==> config.mk <==
export PLATFORM = sky130hd
export DESIGN_NAME = sram_buf_ctrl_flat
export DESIGN_NICKNAME = d
export VERILOG_FILES = /design/src/rtl/sram_buf_ctrl_pkg.sv /design/src/rtl/sram_buf_ctrl_if.sv /design/src/rtl/sram_buf_ctrl.sv /design/src/flat_wrapper.sv
export SDC_FILE = /design/constraint.sdc
export NUM_CORES = 1
export LEC_CHECK = 0
export ABC_CLOCK_PERIOD_IN_PS = 2700
export CAP_MARGIN = 10
export CORE_MARGIN = 2
export CORE_UTILIZATION = 40
export DETAILED_ROUTE_END_ITERATION = 10
export HOLD_SLACK_MARGIN = 0.1
export PLACE_DENSITY = 0.86
export SYNTH_ARGS = -nofsm -noshare
export SYNTH_HDL_FRONTEND = slang
export SYNTH_SLANG_ARGS = --single-unit
==> constraint.sdc <==
create_clock -name clk -period 2.7 [get_ports clk]
set_input_delay 0.27 -clock clk [delete_from_list [all_inputs] [get_ports clk]]
set_output_delay 0.27 -clock clk [all_outputs]
set_load 0.01 [all_outputs]
==> src/rtl/sram_buf_ctrl_pkg.sv <==
// sram_buf_ctrl_pkg: shared sizes and state encoding for the receive SRAM buffer controller
package sram_buf_ctrl_pkg;
  localparam int DW = 8;
  localparam int AW = 3;
  localparam int DEPTH = 8;
  typedef enum logic {IDLE = 1'b0, RD_WAIT = 1'b1} state_t;
endpackage

==> src/rtl/sram_buf_ctrl_if.sv <==
// sram_buf_ctrl_if: deserializer, SRAM and transmitter signals of the buffer controller
interface sram_buf_ctrl_if;
  import sram_buf_ctrl_pkg::*;
  logic [DW-1:0] rx_data;
  logic          rx_valid;
  logic [DW-1:0] sram_wdata;
  logic          sram_we;
  logic          sram_re;
  logic [AW-1:0] sram_addr;
  logic [DW-1:0] sram_rdata;
  logic [DW-1:0] tx_data;
  logic          tx_valid;
  logic          tx_ready;
  logic [AW:0]   count;
  logic          full;
  logic          empty;
  logic          overflow;
  modport master (
    input  rx_data, rx_valid, sram_rdata, tx_ready,
    output sram_wdata, sram_we, sram_re, sram_addr, tx_data, tx_valid, count, full, empty, overflow
  );
  modport slave (
    output rx_data, rx_valid, sram_rdata, tx_ready,
    input  sram_wdata, sram_we, sram_re, sram_addr, tx_data, tx_valid, count, full, empty, overflow
  );
endinterface

==> src/rtl/sram_buf_ctrl.sv <==
// sram_buf_ctrl: circular write/read pointer control of a single-port SRAM feeding a valid/ready output
module sram_buf_ctrl
  import sram_buf_ctrl_pkg::*;
(
  input logic            clk,
  input logic            rst,
  sram_buf_ctrl_if.master bus
);
  state_t        state, state_nx;
  logic [AW-1:0] wr_ptr, rd_ptr;
  logic [AW:0]   cnt;
  logic [DW-1:0] tx_data_q;
  logic          tx_valid_q, ovf_q, full, empty, wr, rd;
  assign full  = cnt == (AW+1)'(DEPTH);
  assign empty = cnt == '0;
  // writes take the single SRAM port first; a blocked read issue simply retries next cycle
  assign wr = bus.rx_valid && !full;
  assign rd = state == IDLE && !wr && !empty && !tx_valid_q;
  assign bus.sram_we    = !rst && wr;
  assign bus.sram_re    = !rst && rd;
  assign bus.sram_addr  = rst ? '0 : wr ? wr_ptr : rd_ptr;
  assign bus.sram_wdata = bus.rx_data;
  assign bus.tx_data    = tx_data_q;
  assign bus.tx_valid   = tx_valid_q;
  assign bus.count      = cnt;
  assign bus.full       = full;
  assign bus.empty      = empty;
  assign bus.overflow   = ovf_q;
  always_comb begin
    state_nx = state == IDLE ? (rd ? RD_WAIT : IDLE) : IDLE;
  end
  always_ff @(posedge clk) begin
    if (rst) begin
      state      <= IDLE;
      wr_ptr     <= '0;
      rd_ptr     <= '0;
      cnt        <= '0;
      tx_data_q  <= '0;
      tx_valid_q <= 1'b0;
      ovf_q      <= 1'b0;
    end else begin
      state  <= state_nx;
      wr_ptr <= wr_ptr + AW'(wr);
      rd_ptr <= rd_ptr + AW'(rd);
      cnt    <= cnt + (AW+1)'(wr) - (AW+1)'(rd);
      ovf_q  <= ovf_q || (bus.rx_valid && full);
      if (state == RD_WAIT) begin
        tx_data_q  <= bus.sram_rdata;
        tx_valid_q <= 1'b1;
      end else if (tx_valid_q && bus.tx_ready) begin
        tx_valid_q <= 1'b0;
      end
    end
  end
endmodule
==> src/flat_wrapper.sv <==
// flat-port wrapper written by rule: the top's interface ports become plain ports
module sram_buf_ctrl_flat import sram_buf_ctrl_pkg::*;
  (clk, rst, bus_rx_data, bus_rx_valid, bus_sram_rdata, bus_tx_ready, bus_sram_wdata, bus_sram_we, bus_sram_re, bus_sram_addr, bus_tx_data, bus_tx_valid, bus_count, bus_full, bus_empty, bus_overflow);
  sram_buf_ctrl_if bus_i ();
  input logic clk;
  input logic rst;
  input wire logic [$bits(bus_i.rx_data)-1:0] bus_rx_data;
  input wire logic [$bits(bus_i.rx_valid)-1:0] bus_rx_valid;
  input wire logic [$bits(bus_i.sram_rdata)-1:0] bus_sram_rdata;
  input wire logic [$bits(bus_i.tx_ready)-1:0] bus_tx_ready;
  output wire logic [$bits(bus_i.sram_wdata)-1:0] bus_sram_wdata;
  output wire logic [$bits(bus_i.sram_we)-1:0] bus_sram_we;
  output wire logic [$bits(bus_i.sram_re)-1:0] bus_sram_re;
  output wire logic [$bits(bus_i.sram_addr)-1:0] bus_sram_addr;
  output wire logic [$bits(bus_i.tx_data)-1:0] bus_tx_data;
  output wire logic [$bits(bus_i.tx_valid)-1:0] bus_tx_valid;
  output wire logic [$bits(bus_i.count)-1:0] bus_count;
  output wire logic [$bits(bus_i.full)-1:0] bus_full;
  output wire logic [$bits(bus_i.empty)-1:0] bus_empty;
  output wire logic [$bits(bus_i.overflow)-1:0] bus_overflow;
  assign bus_i.rx_data = bus_rx_data;
  assign bus_i.rx_valid = bus_rx_valid;
  assign bus_i.sram_rdata = bus_sram_rdata;
  assign bus_i.tx_ready = bus_tx_ready;
  assign bus_sram_wdata = bus_i.sram_wdata;
  assign bus_sram_we = bus_i.sram_we;
  assign bus_sram_re = bus_i.sram_re;
  assign bus_sram_addr = bus_i.sram_addr;
  assign bus_tx_data = bus_i.tx_data;
  assign bus_tx_valid = bus_i.tx_valid;
  assign bus_count = bus_i.count;
  assign bus_full = bus_i.full;
  assign bus_empty = bus_i.empty;
  assign bus_overflow = bus_i.overflow;
  sram_buf_ctrl u_core (.clk(clk), .rst(rst), .bus(bus_i));
endmodule
==> results of run 1 <==
-- cell families (layout without fill, tap and decap cells) --
family,after synthesis,count (layout)
AND/OR/NAND/NOR,36,36
flip-flops,21,21
buffers and inverters,21,46
adder cells (fa/ha/maj),11,11
multiplexers,11,11
AO/OA/AOI/OAI,5,5
XOR/XNOR,3,3
-- final timing paths --
path / start / to / slack, ns / cells after the start
setup reg to reg: u_core.bus.count[2]$_SDFF_PP0_ / u_core.bus.count[2]$_SDFF_PP0_ / 0.22 / 12
hold / removal: u_core.bus.overflow$_SDFF_PP0_ / u_core.bus.overflow$_SDFF_PP0_ / 0.49 / 2
hold reg to reg: u_core.bus.overflow$_SDFF_PP0_ / u_core.bus.overflow$_SDFF_PP0_ / 0.49 / 2
setup / recovery: u_core.bus.count[2]$_SDFF_PP0_ / bus_sram_addr[0] / 0.19 / 7
-- worst max-delay path, cell delays in order (launching register included) --
cell             delay [ns]
dfxtp_1                0.34
inv_1                  0.07
ha_1                   0.20
nor3b_2                0.16
nor2b_1                0.20
buf_4                  0.21
mux2i_1                0.20
clkdlybuf4s50_1        0.56
-- metrics by stage --
step	worst slack, ns	cell area (um2)	hold WS (ns)	power [mW]	util, %
6_report	0.185	1350	0.487	1.13	54.4
5_1_grt	0.0463	1350	0.535	1.23	54.4
4_1_cts	0.169	1350	0.497	1.15	54.4
3_5_place_dp	0.240	1320	0.469	1.00	53.4
3_3_place_gp	0.358	1320	0.448	0.966	53.4
2_1_floorplan	0.305	1040	0.411	0.789	-
-- per-layer routing --
metal  global-route usage (%)  vias to the layer above
li1                         -                      387
met2                     22.8                       15
met4                     8.54                        0
met5                        0                        -
met1                     17.9                      344
met3                     3.49                        2
-- sequential cells by signal, summed over array words and instances, names as in the netlist --
signal,cells
u_core.wr_ptr,3
u_core.bus.tx_valid,1
u_core.state,1
u_core.bus.overflow,1
u_core.bus.tx_data,8
u_core.rd_ptr,3
u_core.bus.count,4
-- Yosys cell counts --
cell type	count	area [um2]
dfxtp_1	21	420
nor2_1	16	60.1
mux2i_1	11	110
ha_1	10	125
buf_4	8	60.1
inv_1	8	30.0
nand2b_1	7	43.8
nor2b_1	7	43.8
a21oi_1	4	20.0
buf_6	2	22.5
clkbuf_1	2	7.51
nor3_1	2	10.0
xnor2_1	2	17.5
a31o_2	1	8.76
buf_2	1	5.00
fa_1	1	20.0
nand3_1	1	5.00
nor3b_1	1	7.51
nor3b_2	1	12.5
or3_1	1	6.26
xor2_1	1	8.76
-- layout by cell type, fill, tap and decap left out, drive strengths merged --
cell type      netlist  routed
dfxtp               21      21
nor3b                2       2
a31o                 1       1
xnor2                2       2
mux2i               11      11
or3                  1       1
inv                  8       8
fa                   1       1
ha                  10      10
nand3                1       1
nor2b                7       7
buf                 11       2
xor2                 1       1
clkdlybuf4s50        0      32
nor3                 2       2
nand2b               7       7
clkbuf               2       4
nor2                16      16
a21oi                4       4
-- power groups by stage --
stage,clock network (mW),registers (mW),logic [mW]
4_1_cts,0.151,0.444,0.553
5_1_grt,0.163,0.455,0.613
6_report,0.144,0.443,0.546
3_3_place_gp,0,0.446,0.519
3_5_place_dp,0,0.451,0.550
2_1_floorplan,0,0.448,0.341
-- cell type report --
type,count,share of cell area (%)
well taps,30,2.78
repair buffers,34,24.9
inverters,8,2.23
flip-flops and latches,21,31.2
clock buffers,4,1.95
multi-input cells,66,37.0
==> impl_metrics.py, run 1 <==
metrics = {
    "status": {
        "status": "complete, no violations",
    },
    "clock_network": {
        "tritoncts": "built",
        "clockRootBuffer": "clkbuf_4",
        "hold_buffers": 0,
        "post_cts_resized": 0,
        "clock-sinks": 21,
        "path_clk_slew_ns": 0.11,
        "clockBufferDepth": 2,
        "cts_made_buffers": 3,
        "cts_setup_buffers": 0,
        "clkLatencyLatePin_ns": 0.29,
        "cts_max_level": 1,
    },
    "global_route": {
        "antenna_found_initial": 0,
        "grt_use_total_pct": 14.5,
        "grt_overflow": 0,
        "grt_pass1_wl_um": 3080,
        "grt_max_degree": 17,
        "grt_pass1_vias": 723,
    },
    "logic_synthesis": {
        "yosysWarnings": 0,
        "synthCells": 108,
        "synth-compound-area-share_pct": 2.75,
        "yosys.area_share.simple_pct": 18.1,
        "ys_seq_area_share_pct": 40.2,
        "synth-xor-area-share_pct": 2.51,
        "synthAdderAreaFrac_pct": 13.9,
        "syn-mean-instance-area_um2": 9.67,
        "synth_top_family_by_area": "simple AND/OR/NAND/NOR gates",
        "ys_ff_latch": 21,
        "muxShareOfSynthArea_pct": 10.5,
        "netlist_area_um2": 1040,
        "synth_fp_nets": 139,
        "synth_cell_types": 21,
    },
    "sta": {
        "finalSetupTns_ns": 0,
        "rsz0062_at_grt": "no",
        "fmax_mhz": 398,
        "relSlewSlack_pct": 66.9,
        "setup_violations": 0,
        "timing.final.crit_share_pct": 93.1,
        "fin_crit_ns": 2.51,
        "fin_worst_skew_ns": 0.00542,
        "tightest_slew_ns": 0.496,
        "finalMaxSlewViolations": 0,
        "final-hold-violation-count": 0,
    },
    "min_path": {
        "hold_path.class": "reg -> reg",
    },
    "pwr": {
        "combPwrFrac_pct": 48.2,
        "leakage_nw": 0.549,
        "clock_power_share_pct": 12.7,
        "internal_power_mw": 0.739,
        "p_seq_share_pct": 39.1,
        "p_sw_mw": 0.393,
        "switching_share_pct": 34.7,
        "p_per_area_nw_per_um2": 840,
        "ir_drop_v": 0.000580,
    },
    "final_layout": {
        "area_growth_pct": 29.1,
        "regArea_um2": 420,
        "drive_above_1_share_pct": 5.26,
        "final_nets": 165,
        "multi_input_area_um2": 499,
        "num_antenna_cells": 0,
        "fill_cells": 223,
        "instances_no_fill": 163,
    },
    "detailed_routing": {
        "post-route-drc-count": 0,
        "ant_nets": 0,
        "met1_length_um": 852,
        "wirelength_um": 2020,
        "vias": 748,
        "met3RoutedLength_um": 92,
        "wl_per_cell_um": 12.4,
        "drt-pass1-iter-count": 2,
        "routed_via_density": 4.59,
        "dr_wl_met2_um": 1060,
        "topRoutingLayerUsed": "met4",
        "first_iter_violations": 3,
    },
    "worst_setup_path": {
        "end_kind": "output pin",
        "cp-start-kind": "register",
        "cp.required_ns": 2.43,
        "arrival_ns": 2.24,
        "critPathMaxFanout": 8,
        "path_class": "reg -> out",
    },
    "placed_design": {
        "post-dp-hpwl_um": 1610,
        "dp_cells": 159,
        "numPortBuffers": 32,
        "gp_congestion": 0.785,
    },
    "floorplan": {
        "die_y_um": 55.1,
        "coreArea_um2": 2480,
        "ios": 49,
        "die_area_um2": 3040,
        "fp.dieW_um": 55.1,
        "row_count": 18,
        "initial_core_util_pct": 42.2,
    },
    "job": {
        "cap_viol_max_count": 0,
    },
}
(Power assumes the default switching activity.)
==> inputs of run 2 (changes only) <==
Settings changed: ABC_AREA from default to 1, PLACE_DENSITY 0.86 to default, PLACE_DENSITY_LB_ADDON from default to 0.2.
==> impl_metrics.py, run 2 <==
metrics = {
    "worst_setup_path": {
        "cp.required_ns": 2.91,
        "crit_top_cell": "inv_1",
        "reg2reg_slack_ns": 0.50,
        "crit_end": "u_core.bus.count[2]$_SDFF_PP0_",
        "critPathMaxFanout": 8,
        "path_class": "reg -> reg",
        "cp_top_family": "adder cells",
        "cp-start-kind": "register",
        "reg2reg_from": "u_core.bus.count[2]$_SDFF_PP0_",
        "worst-path-buf-inv": 4,
        "end_kind": "register",
        "cpPeakStageDelay_ns": 0.37,
        "crit_path_start": "u_core.bus.count[2]$_SDFF_PP0_",
        "crit_chain": "inv_1, ha_1, nand3_4, nand2_4, nand3_2, inv_1, ha_1, inv_1, ha_1, inv_1, fa_1, xor2_1, nor2_1",
        "arrival_ns": 2.40,
        "worstRegToRegCells": 13,
        "crit_slowest_cell": "fa_1",
        "cp_num_cells": 13,
        "rr_endpoint": "u_core.bus.count[2]$_SDFF_PP0_",
    },
    "status": {
        "status": "complete, no violations",
    },
    "logic_synthesis": {
        "ys_top_cells_by_area": "dfxtp_1 40%, ha_1 12%, nor2_1 11%",
        "synth_most_common_cell": "nor2_1",
        "ys_ff_latch": 21,
        "yosysWarnings": 0,
        "netlist_top_cells_count": "32 x nor2_1, 21 x dfxtp_1, 17 x inv_1, 10 x ha_1, 9 x buf_4",
        "netlist_area_um2": 1060,
        "synthCells": 131,
        "synth_flop_cell": "dfxtp_1",
        "synth_edf_count": 0,
        "synth_cell_types": 20,
        "synth.top_cell.area_share_pct": 39.6,
        "synthArstFlopShare_pct": 0,
        "syn-mean-instance-area_um2": 8.10,
        "synth_fp_nets": 162,
        "yosysTopAreaCell": "dfxtp_1",
        "ys_seq_area_share_pct": 39.6,
    },
    "final_layout": {
        "num_antenna_cells": 0,
        "area_growth_pct": 28.1,
        "design_area_um2": 1360,
        "final_util_pct": 54.4,
        "largest_reg_flops": 8,
        "drive_above_1_share_pct": 8.97,
        "regArea_um2": 420,
        "multi_input_area_um2": 463,
        "final_nets": 188,
        "final_cell_mix": "32 x nor2_1, 32 x clkdlybuf4s50_1, 21 x dfxtp_1",
        "fill_cells": 246,
    },
    "min_path": {
        "min_from": "u_core.bus.overflow$_SDFF_PP0_",
        "hold_path.class": "reg -> reg",
    },
    "sta": {
        "fin_crit_ns": 2.20,
        "final-hold-violation-count": 0,
        "tightest_slew_ns": 0.340,
        "timing.final.crit_share_pct": 81.3,
        "setup_violations": 0,
        "finalMaxSlewViolations": 0,
        "fin_worst_skew_ns": 0.00290,
        "rsz0062_at_grt": "no",
        "hold_slack_ns": 0.459,
        "finalSetupTns_ns": 0,
        "relSlewSlack_pct": 77.2,
        "fmax_mhz": 455,
    },
    "floorplan": {
        "coreArea_um2": 2500,
        "fp.dieW_um": 55.5,
        "row_count": 18,
        "die_y_um": 55.5,
        "die_area_um2": 3080,
        "initial_core_util_pct": 42.4,
        "ios": 49,
    },
    "pwr": {
        "leakage_nw": 0.619,
        "p_per_area_nw_per_um2": 922,
        "fin_total_pwr_mw": 1.25,
        "ir_drop_v": 0.000628,
    },
    "global_route": {
        "grt_max_degree": 13,
        "grt_use_total_pct": 12.6,
        "grt_overflow": 0,
        "grt_pass1_vias": 766,
        "grt_pass1_wl_um": 3170,
        "antenna_found_initial": 0,
    },
    "clock_network": {
        "post_cts_resized": 0,
        "clockBufferDepth": 2,
        "cts_setup_buffers": 0,
        "clockRootBuffer": "clkbuf_4",
        "cts_made_buffers": 3,
        "clkLatencyLatePin_ns": 0.29,
        "clock-sinks": 21,
        "path_clk_slew_ns": 0.12,
        "tritoncts": "built",
        "cts_max_level": 1,
        "hold_buffers": 0,
    },
    "placed_design": {
        "gp_congestion": 0.787,
        "placed_area_um2": 1330,
        "post-dp-hpwl_um": 1500,
        "numPortBuffers": 32,
    },
    "detailed_routing": {
        "vias": 837,
        "wl_per_cell_um": 10.5,
        "drt-pass1-iter-count": 4,
        "first_iter_violations": 7,
        "post-route-drc-count": 0,
        "routed_via_density": 4.50,
        "wirelength_um": 1960,
        "ant_nets": 0,
    },
    "job": {
        "cap_viol_max_count": 0,
    },
}
[run 2: changes by cell type after synthesis, moves of 2 or more]
cell and delta:
nor2_1 +16, mux2i_1 -11, inv_1 +9, o21ai_0 +8, nand2b_1 -7, nor2b_1 -7
inv_2 +5, nand2_1 +5, nand3_1 +5, a21oi_1 +2, clkbuf_1 -2, nor3_1 -2
[run 2: cells by family after synthesis]
kind of cell               Yosys count  synth area share (%)
buffers and inverters               34                  16.7
adders and majority gates           11                  13.7
and+or+nand+nor                     47                  20.2
AOI/OAI and AO/OA                   15                  7.31
xor gates and xnor gates             3                  2.48
DFF                                 21                  39.6
[run 2: worst register-to-register path: stages (launching register included)]
cell and delay, ns:
dfxtp_1 0.36, inv_1 0.08, ha_1 0.23, nand3_4 0.14
nand2_4 0.07, nand3_2 0.08, inv_1 0.06, ha_1 0.26
inv_1 0.05, ha_1 0.15, inv_1 0.06, fa_1 0.37
xor2_1 0.15, nor2_1 0.05
[run 2: how the worst min path moves through the flow]
stage	end	slack, ns	cells after the start
floorplan	u_core.bus.overflow$_SDFF_PP0_	0.34	1
global placement	u_core.bus.overflow$_SDFF_PP0_	0.44	2
detailed placement	u_core.bus.overflow$_SDFF_PP0_	0.45	2
CTS	u_core.bus.overflow$_SDFF_PP0_	0.46	2
global route	u_core.bus.overflow$_SDFF_PP0_	0.50	2
finish	u_core.bus.overflow$_SDFF_PP0_	0.46	2
[run 2: layer usage]
metal | wire (um) | up-vias | GRT usage [%]
met5 | 0 | - | 0
met4 | 21 | 0 | 3.83
met3 | 143 | 6 | 5.15
met2 | 870 | 21 | 20.6
met1 | 922 | 365 | 15.2
li1 | - | 445 | -
[run 2: layout make-up]
cell class / count / share of cell area (%)
multi-input combinational: 76 / 34.1
sequential: 21 / 30.9
timing repair buffer: 33 / 24.1
inverter: 22 / 6.08
tap: 30 / 2.76
clock buffer: 3 / 1.66
clock inverter: 1 / 0.368
[run 2: stage by stage]
stage,worst slack (ns),cells
3_3_place_gp,0.389,182
6_report,0.504,186
5_1_grt,0.356,186
3_5_place_dp,0.350,182
4_1_cts,0.497,186
2_1_floorplan,0.583,131
[run 2: report_power, final]
group,switching [mW],leakage (nW),total [mW],internal [mW]
sequential,0.0572,0.172,0.452,0.395
clock,0.0941,0.0177,0.149,0.0551
combinational,0.328,0.429,0.652,0.324
==> inputs of run 3 (changes only) <==
Settings changed: ABC_CLOCK_PERIOD_IN_PS 2700 to 1900, CORE_UTILIZATION 40 to 36.
Clock period 2.7 ns to 1.9 ns, I/O delays scaled along.
==> impl_metrics.py, run 3 (synthesis results as in run 2) <==
metrics = {
    "detailed_routing": {
        "routed_via_density": 4.54,
        "drt-pass1-iter-count": 4,
        "wirelength_um": 2150,
        "ant_nets": 0,
        "wl_per_cell_um": 10.9,
        "post-route-drc-count": 0,
        "vias": 899,
        "first_iter_violations": 16,
    },
    "worst_setup_path": {
        "cp-start-kind": "register",
        "path_class": "reg -> reg",
        "cp.required_ns": 2.14,
        "worstRegToRegCells": 13,
        "end_kind": "register",
        "critPathMaxFanout": 3,
        "arrival_ns": 2.14,
    },
    "global_route": {
        "grt_overflow": 0,
        "grt_max_degree": 12,
        "grt_pass1_vias": 823,
        "grt_pass1_wl_um": 3350,
        "grt_use_total_pct": 13.0,
        "antenna_found_initial": 0,
    },
    "final_layout": {
        "design_area_um2": 1500,
        "fill_cells": 288,
        "num_antenna_cells": 0,
        "area_growth_pct": 41.0,
        "final_common_cell": "nor2_1",
        "final_util_pct": 53.8,
        "largest_reg_flops": 8,
        "final_nets": 199,
        "drive_above_1_share_pct": 22.2,
        "final_cell_mix": "32 x nor2_1, 25 x clkdlybuf4s50_1, 18 x dfxtp_1",
    },
    "clock_network": {
        "tritoncts": "built",
        "cts_made_buffers": 3,
        "clkLatencyLatePin_ns": 0.30,
        "cts_max_level": 1,
        "path_clk_slew_ns": 0.11,
        "clockRootBuffer": "clkbuf_4",
        "clock-sinks": 21,
        "clockBufferDepth": 2,
    },
    "min_path": {
        "hold_path.class": "in -> out",
        "holdPathStages": 0,
    },
    "pwr": {
        "leakage_nw": 0.715,
        "ir_drop_v": 0.000951,
        "fin_total_pwr_mw": 1.98,
        "p_per_area_nw_per_um2": 1320,
    },
    "sta": {
        "fin_crit_ns": 1.90,
        "fin_worst_skew_ns": 0.00385,
        "finalSetupTns_ns": 0,
        "finalWorstSetupSlack_ns": 0.00219,
        "rsz0062_at_grt": "yes",
        "final-hold-violation-count": 0,
        "finalMaxSlewViolations": 0,
        "fmax_mhz": 527,
        "timing.final.crit_share_pct": 99.9,
        "tightest_slew_ns": 0.258,
        "setup_violations": 0,
        "relSlewSlack_pct": 82.8,
    },
    "floorplan": {
        "ios": 49,
        "fp.dieW_um": 58.3,
        "row_count": 19,
        "die_area_um2": 3400,
        "die_y_um": 58.3,
        "coreArea_um2": 2780,
        "initial_core_util_pct": 38.1,
    },
    "placed_design": {
        "numPortBuffers": 32,
        "post-place-ws_ns": -0.0843,
        "placed_area_um2": 1440,
        "post-dp-hpwl_um": 1700,
        "gp_congestion": 0.745,
    },
    "job": {
        "cap_viol_max_count": 0,
    },
    "status": {
        "status": "complete, no violations",
    },
}
run 3: path summary, 6_finish.rpt:
kind                             startpoint                        endpoint  slack, ns
max          u_core.bus.count[2]$_SDFF_PP0_  u_core.bus.count[2]$_SDFF_PP0_      0.002
min                          bus_rx_data[3]               bus_sram_wdata[3]       0.38
max reg2reg  u_core.bus.count[2]$_SDFF_PP0_  u_core.bus.count[2]$_SDFF_PP0_      0.002
min reg2reg  u_core.bus.overflow$_SDFF_PP0_  u_core.bus.overflow$_SDFF_PP0_       0.46
run 3: area by class of cell:
class                           instances  area [um2]  share of cell area (%)
Tap cell                               31        38.8                    2.59
Timing Repair Buffer                   44         409                    27.3
Inverter                               22        85.1                    5.69
Sequential cell                        21         427                    28.5
Clock buffer                            4        26.3                    1.76
Multi-Input combinational cell         76         510                    34.1
run 3: per-stage QoR:
step | hold slack (ns) | std cells
final | 0.380 | 198
after global routing | 0.380 | 198
after CTS | 0.380 | 197
after detailed placement | 0.380 | 192
after global placement | 0.380 | 192
after floorplan | 0.259 | 131
run 3: what timing repair did:
action | 4_1_cts | 5_1_grt
endpoints found under the setup margin | 9 | 5
setup buffers | 1 | 1
pin swaps | 1 | 3
hold buffers | 0 | 0
hold endpoints to repair | 0 | 0
cloned | 0 | 0
resized for setup | 8 | 3
run 3: metal layers:
metal,wire length [um],global-route usage [%],vias up
met4,42,7.31,0
met3,145,2.20,6
li1,-,-,469
met1,977,14.7,389
met5,0,0,-
met2,989,23.0,35
run 3: power by group:
group / leakage [nW] / internal [mW] / switching (mW)
sequential: 0.174 / 0.570 / 0.0774
clock: 0.0150 / 0.0818 / 0.129
combinational: 0.527 / 0.586 / 0.533
run 3: critical path: stages, from the launching register on:
cell	delay, ns
dfxtp_2	0.35
inv_4	0.07
ha_4	0.13
nand3_4	0.07
nand2_4	0.07
nand3_2	0.07
inv_2	0.08
ha_4	0.19
inv_2	0.05
ha_4	0.12
inv_2	0.03
fa_2	0.32
xor2_1	0.16
nor2_1	0.11
